## src/rtl/ov7670_capture_pkg.sv

```systemverilog
// Shared types and sizing for the OV7670 RGB444 capture block.
// Widths here bound the largest supported frame geometry.
package ov7670_capture_pkg;

    localparam int H_ACTIVE_DEF = 640;
    localparam int V_ACTIVE_DEF = 480;
    localparam int PIX_W        = 12;
    localparam int X_W          = 10;
    localparam int ROW_W        = 9;

    typedef enum logic [2:0] {
        ST_INIT      = 3'd0,
        ST_VBLANK    = 3'd1,
        ST_LINE_WAIT = 3'd2,
        ST_BYTE_HI   = 3'd3,
        ST_BYTE_LO   = 3'd4
    } cap_state_e;

endpackage

```

## src/rtl/ov7670_sync_edge.sv

```systemverilog
// Registers the camera sync lines and derives the edge pulses the capture FSM needs.
// Pulses are combinational against the previous sample, so they align with the current byte.
module ov7670_sync_edge (
    input  logic clk_i,
    input  logic rst_n_i,
    input  logic vsync_i,
    input  logic href_i,
    output logic vsync_rise_o,
    output logic href_fall_o
);

    logic vsync_q;
    logic href_q;

    always_ff @(posedge clk_i) begin
        if (!rst_n_i) begin
            vsync_q <= 1'b0;
            href_q  <= 1'b0;
        end else begin
            vsync_q <= vsync_i;
            href_q  <= href_i;
        end
    end

    assign vsync_rise_o = vsync_i & ~vsync_q;
    assign href_fall_o  = href_q & ~href_i;

endmodule

```

## src/rtl/ov7670_capture.sv

```systemverilog
// OV7670 RGB444 byte-pair capture: assembles 12-bit pixels and tracks column/row.
// Valid/ready contract: pixelValid is a one-cycle strobe with no back-pressure; pixelOut/outX/outY/lineCount are qualified by it.
module ov7670_capture
    import ov7670_capture_pkg::*;
#(
    parameter int H_ACTIVE = H_ACTIVE_DEF,
    parameter int V_ACTIVE = V_ACTIVE_DEF
) (
    input  logic        writeClk,
    input  logic        resetN,
    input  logic        vsync,
    input  logic        href,
    input  logic [7:0]  dataIn,
    output logic [11:0] pixelOut,
    output logic        pixelValid,
    output logic [9:0]  outX,
    output logic [1:0]  outY,
    output logic [8:0]  lineCount,
    output logic        frameDone,
    output logic        lineErr,
    output logic [2:0]  stateDbg
);

    localparam logic [X_W-1:0]   X_MAX   = X_W'(H_ACTIVE);
    localparam logic [ROW_W-1:0] ROW_MAX = ROW_W'(V_ACTIVE);

    cap_state_e       state_q;
    logic [X_W-1:0]   x_q;
    logic [ROW_W-1:0] row_q;
    logic [3:0]       red_q;
    logic             ovf_q;
    logic [PIX_W-1:0] pixel_q;
    logic             valid_q;
    logic [X_W-1:0]   out_x_q;
    logic [ROW_W-1:0] line_q;
    logic             frame_done_q;
    logic             line_err_q;

    logic             vsync_rise;
    logic             href_fall;
    logic [ROW_W-1:0] row_d;
    logic             line_bad;

    ov7670_sync_edge u_sync_edge (
        .clk_i        (writeClk),
        .rst_n_i      (resetN),
        .vsync_i      (vsync),
        .href_i       (href),
        .vsync_rise_o (vsync_rise),
        .href_fall_o  (href_fall)
    );

    // x saturates, so a separate flag remembers that a line ran past H_ACTIVE.
    assign row_d    = (row_q < ROW_MAX) ? row_q + 9'd1 : row_q;
    assign line_bad = (x_q != X_MAX) | ovf_q;

    always_ff @(posedge writeClk) begin
        if (!resetN) begin
            state_q      <= ST_INIT;
            x_q          <= '0;
            row_q        <= '0;
            red_q        <= '0;
            ovf_q        <= 1'b0;
            pixel_q      <= '0;
            valid_q      <= 1'b0;
            out_x_q      <= '0;
            line_q       <= '0;
            frame_done_q <= 1'b0;
            line_err_q   <= 1'b0;
        end else begin
            valid_q      <= 1'b0;
            frame_done_q <= 1'b0;
            line_err_q   <= 1'b0;
            if (state_q != ST_INIT && vsync) begin
                x_q          <= '0;
                ovf_q        <= 1'b0;
                row_q        <= '0;
                frame_done_q <= (row_q != '0);
                state_q      <= ST_VBLANK;
            end else begin
                case (state_q)
                    ST_INIT: begin
                        if (vsync_rise) state_q <= ST_VBLANK;
                    end
                    ST_VBLANK: begin
                        x_q     <= '0;
                        row_q   <= '0;
                        ovf_q   <= 1'b0;
                        state_q <= ST_LINE_WAIT;
                    end
                    ST_LINE_WAIT: begin
                        if (href) begin
                            red_q   <= dataIn[3:0];
                            state_q <= ST_BYTE_LO;
                        end
                    end
                    ST_BYTE_HI: begin
                        if (href_fall) begin
                            line_err_q <= line_bad;
                            x_q        <= '0;
                            ovf_q      <= 1'b0;
                            row_q      <= row_d;
                            state_q    <= ST_LINE_WAIT;
                        end else begin
                            red_q   <= dataIn[3:0];
                            state_q <= ST_BYTE_LO;
                        end
                    end
                    ST_BYTE_LO: begin
                        if (href_fall) begin
                            line_err_q <= 1'b1;
                            x_q        <= '0;
                            ovf_q      <= 1'b0;
                            row_q      <= row_d;
                            state_q    <= ST_LINE_WAIT;
                        end else begin
                            if (x_q < X_MAX && row_q < ROW_MAX) begin
                                pixel_q <= {red_q, dataIn};
                                valid_q <= 1'b1;
                                out_x_q <= x_q;
                                line_q  <= row_q;
                            end
                            if (x_q < X_MAX) x_q <= x_q + 10'd1;
                            else             ovf_q <= 1'b1;
                            state_q <= ST_BYTE_HI;
                        end
                    end
                    default: state_q <= ST_INIT;
                endcase
            end
        end
    end

    assign pixelOut   = pixel_q;
    assign pixelValid = valid_q;
    assign outX       = out_x_q;
    assign outY       = line_q[1:0];
    assign lineCount  = line_q;
    assign frameDone  = frame_done_q;
    assign lineErr    = line_err_q;
    assign stateDbg   = state_q;

endmodule

```

## config.mk

```make
export PLATFORM = sky130hd
export DESIGN_NAME = ov7670_capture
export DESIGN_NICKNAME = d
export VERILOG_FILES = /design/src/rtl/ov7670_capture_pkg.sv /design/src/rtl/ov7670_sync_edge.sv /design/src/rtl/ov7670_capture.sv
export SDC_FILE = /design/constraint.sdc
export NUM_CORES = 1
export LEC_CHECK = 0
export CAP_MARGIN = 15
export CORE_ASPECT_RATIO = 1.1
export CORE_MARGIN = 3
export CORE_UTILIZATION = 40
export CTS_CLUSTER_DIAMETER = 50
export CTS_CLUSTER_SIZE = 28
export DETAILED_ROUTE_END_ITERATION = 7
export PLACE_DENSITY = 0.68
export SLEW_MARGIN = 20
export SYNTH_ARGS = -nofsm -noshare
export SYNTH_HDL_FRONTEND = slang
export SYNTH_SLANG_ARGS = --single-unit
export TNS_END_PERCENT = 30
```

## constraint.sdc

```tcl
create_clock -name writeClk -period 2 [get_ports writeClk]
set_input_delay 0.4 -clock writeClk [delete_from_list [all_inputs] [get_ports writeClk]]
set_output_delay 0.4 -clock writeClk [all_outputs]
set_load 0.02 [all_outputs]
```

==> run metrics <==
DR WL/cell=12.4 um; CTS tree=done; post-synthesis adder-cell area fraction=0.0183; number of synthesized flops with an enable pin=0; area share of xor/xnor cells in the synthesized design=0.0256; Worst Path Required=1.60 ns; status=finished, final reports clean; antenna cells=0; DR vias/cell=5.06; Tmin final=1.92 ns; family with the most delay on the worst path=buffers and inverters; critical path's slowest cell=clkdlybuf4s50_1; Max Clock Skew=0.00566 ns; Synth Area per Inst=8.39 um2; RSZ-0062 raised after global routing=false; Syn Inst Count=326; Synth Warn #=0; post-route clock period utilization=0.958; Die W=84.8 um; syn_nets=342; main combinational cell family by area after synthesis=simple AND/OR/NAND/NOR gates; # Max-Cap Violations=0; top-count cell post-synth=nand2_1; Leakage=0.00126 uW; Clock Path Buffers=2; clk_lat worst skew=0.33 ns; Die Height=92.7 um; filler cell count=587; DRT iter0 DRCs=136; HP Class=reg -> reg; Total GRT Usage=0.156; Layout area overhead=31.5%; FF+latch area=1260 um2; Crit path arrival time=1.52 ns; largest net degree at the start of global routing=32; Rel. slew slack=0.747; final non-filler cell total=471; final setup fails=0; # IOs=51; Max Transition Viols Final=0; maximum VDD drop=444 uV; multiplexer share of the synthesized area=0.0183; Vias=2382; global route overflow=0; initial antenna violation count=0; Num CTS Buffers=9; # H-tree levels=3; DRT Wirelength=5830 um; area share of the largest cell type after synthesis=0.461; share of cells above drive strength 1=0.0972; area leader, netlist=dfxtp_1; CP cell instances=buf_4 > clkdlybuf4s50_1; maximum fanout along the worst path=6; CTS sink count=63; CP endpoint kind=primary output; Synth Area in Compound Gates=0.169; setup repair bufs after CTS=0; post-synthesis sequential area ratio=0.461; Hold Violations, Final=0; clk slew on worst S/H paths=0.06 ns; CTS root buf=clkbuf_8; I/O Buffers=50; fin nets=403; f_max=522 MHz; Site Rows=30; GPL Wtd Cong=0.853; count of cell types in the netlist=42; Slew @ Worst Pin=0.378 ns; DIE AREA=7870 um2; vias in the first global route=2257; CP peak stage delay=0.60 ns; crit start category=register; Initial Util=0.429; Post-route DRC=0; setup tns final=0 ns; Placed Cells incl. Taps=456; first-pass GRT wire length=10100 um; register bit count reported by yosys=63; worst setup path class=reg -> out; Top FF cell, synth=dfxtp_1; Mapped Area=2740 um2; post-synthesis simple-gate area fraction=0.261; Synth top cells by count=79 x nand2_1, 63 x dfxtp_1, 30 x a21boi_1, 24 x nor2_1, 19 x a21oi_1; core area=6380 um2; Multi-input gate area=1350 um2; HPWL after DPL=4270 um; asr flop ratio synth=0; WP buf/inv=2; DRT Pass-1 Iters=4; Antenna Nets Post-Route=0; P per Cell Area=727 nW/um2; Area contributors post-synth=dfxtp_1 46%, nand2_1 11%, a21boi_1 8.2%; hold slack=0.452 ns
## metrics by stage
| stage | power [uW] | setup WS [ns] | util | area (um2) |
|---|---|---|---|---|
| 3_5_place_dp | 1460 | -0.125 | 0.530 | 3380 |
| 4_1_cts | 2650 | 0.0421 | 0.563 | 3590 |
| 3_3_place_gp | 1460 | -0.0945 | 0.530 | 3380 |
| 2_1_floorplan | 1390 | 0.160 | - | 2740 |
| 5_1_grt | 2720 | 0.0101 | 0.564 | 3600 |
| 6_report | 2620 | 0.0846 | 0.564 | 3600 |
## where the power goes
part | internal [uW] | switching [uW]
clock network | 725 | 460
registers | 1260 | 11.8
logic | 75.7 | 79.1
total | 2060 | 551
## cells in the final DEF, fill, tap and decap left out, drive strengths merged, types with 2 or more instances in the layout
cell           count
nand2             79
dfxtp             63
clkdlybuf4s50     50
a21boi            33
nor2              24
a21oi             19
buf               18
clkbuf            11
o21ai             10
xnor2              8
nor2b              7
nand3              7
and2               6
nand4              6
inv                5
or3                5
mux2i              5
nor3               5
ha                 4
nor4b              2
nor4               2
a311oi             2
and4               2
a211oi             2
bufinv             2
clkinv             2
## path summary, 6_finish.rpt
path / start / endpoint / slack (ns) / cells after the start
max: stateDbg[2] / stateDbg[2] / 0.08 / 2
min: red_q[2] / pixelOut[10] / 0.45 / 2
max reg2reg: stateDbg[2] / pixelOut[6] / 0.26 / 7
min reg2reg: red_q[2] / pixelOut[10] / 0.45 / 2
## cell families after synthesis
group | after synthesis
xor gates and xnor gates | 8
and+or+nand+nor | 152
muxes | 5
adders and majority gates | 4
buffers and inverters | 23
DFF | 63
AOI/OAI and AO/OA | 71
## worst reg2reg max path: stages, from the launching register on
cell and delay [ns]:
dfxtp_1 0.42, nor3b_4 0.34, nand3_2 0.13, buf_4 0.16, nor3_4 0.20, buf_4 0.23, nand2_1 0.07, a21boi_1 0.13
## sequential cells by signal, indices dropped and copies added, names as in the netlist, 3 cells and up
name,cells
outX,10
x_q,10
lineCount,9
red_q,4
stateDbg,3
row_q,9
pixelOut,12
## layer usage
layer	track usage	part of all wire	vias up
li1	-	-	1233
met1	0.199	0.48	1102
met2	0.253	0.47	42
met3	0.0427	0.043	5
met4	0.0515	0.0053	0
met5	0	0	-
## layout make-up
class,count,area share
multi-input combinational,240,0.376
clock buffer,11,0.0393
tap,80,0.0278
sequential,63,0.351
clock inverter,4,0.0195
timing repair buffer,68,0.180
inverter,5,0.00522
## timing repair
action,CTS,global route
endpoints found under the hold margin,0,0
gates resized for setup,1,1
endpoints found under the setup margin,1,1
hold buffers,0,0
No activity file was read; power rests on OpenSTA's default activity.
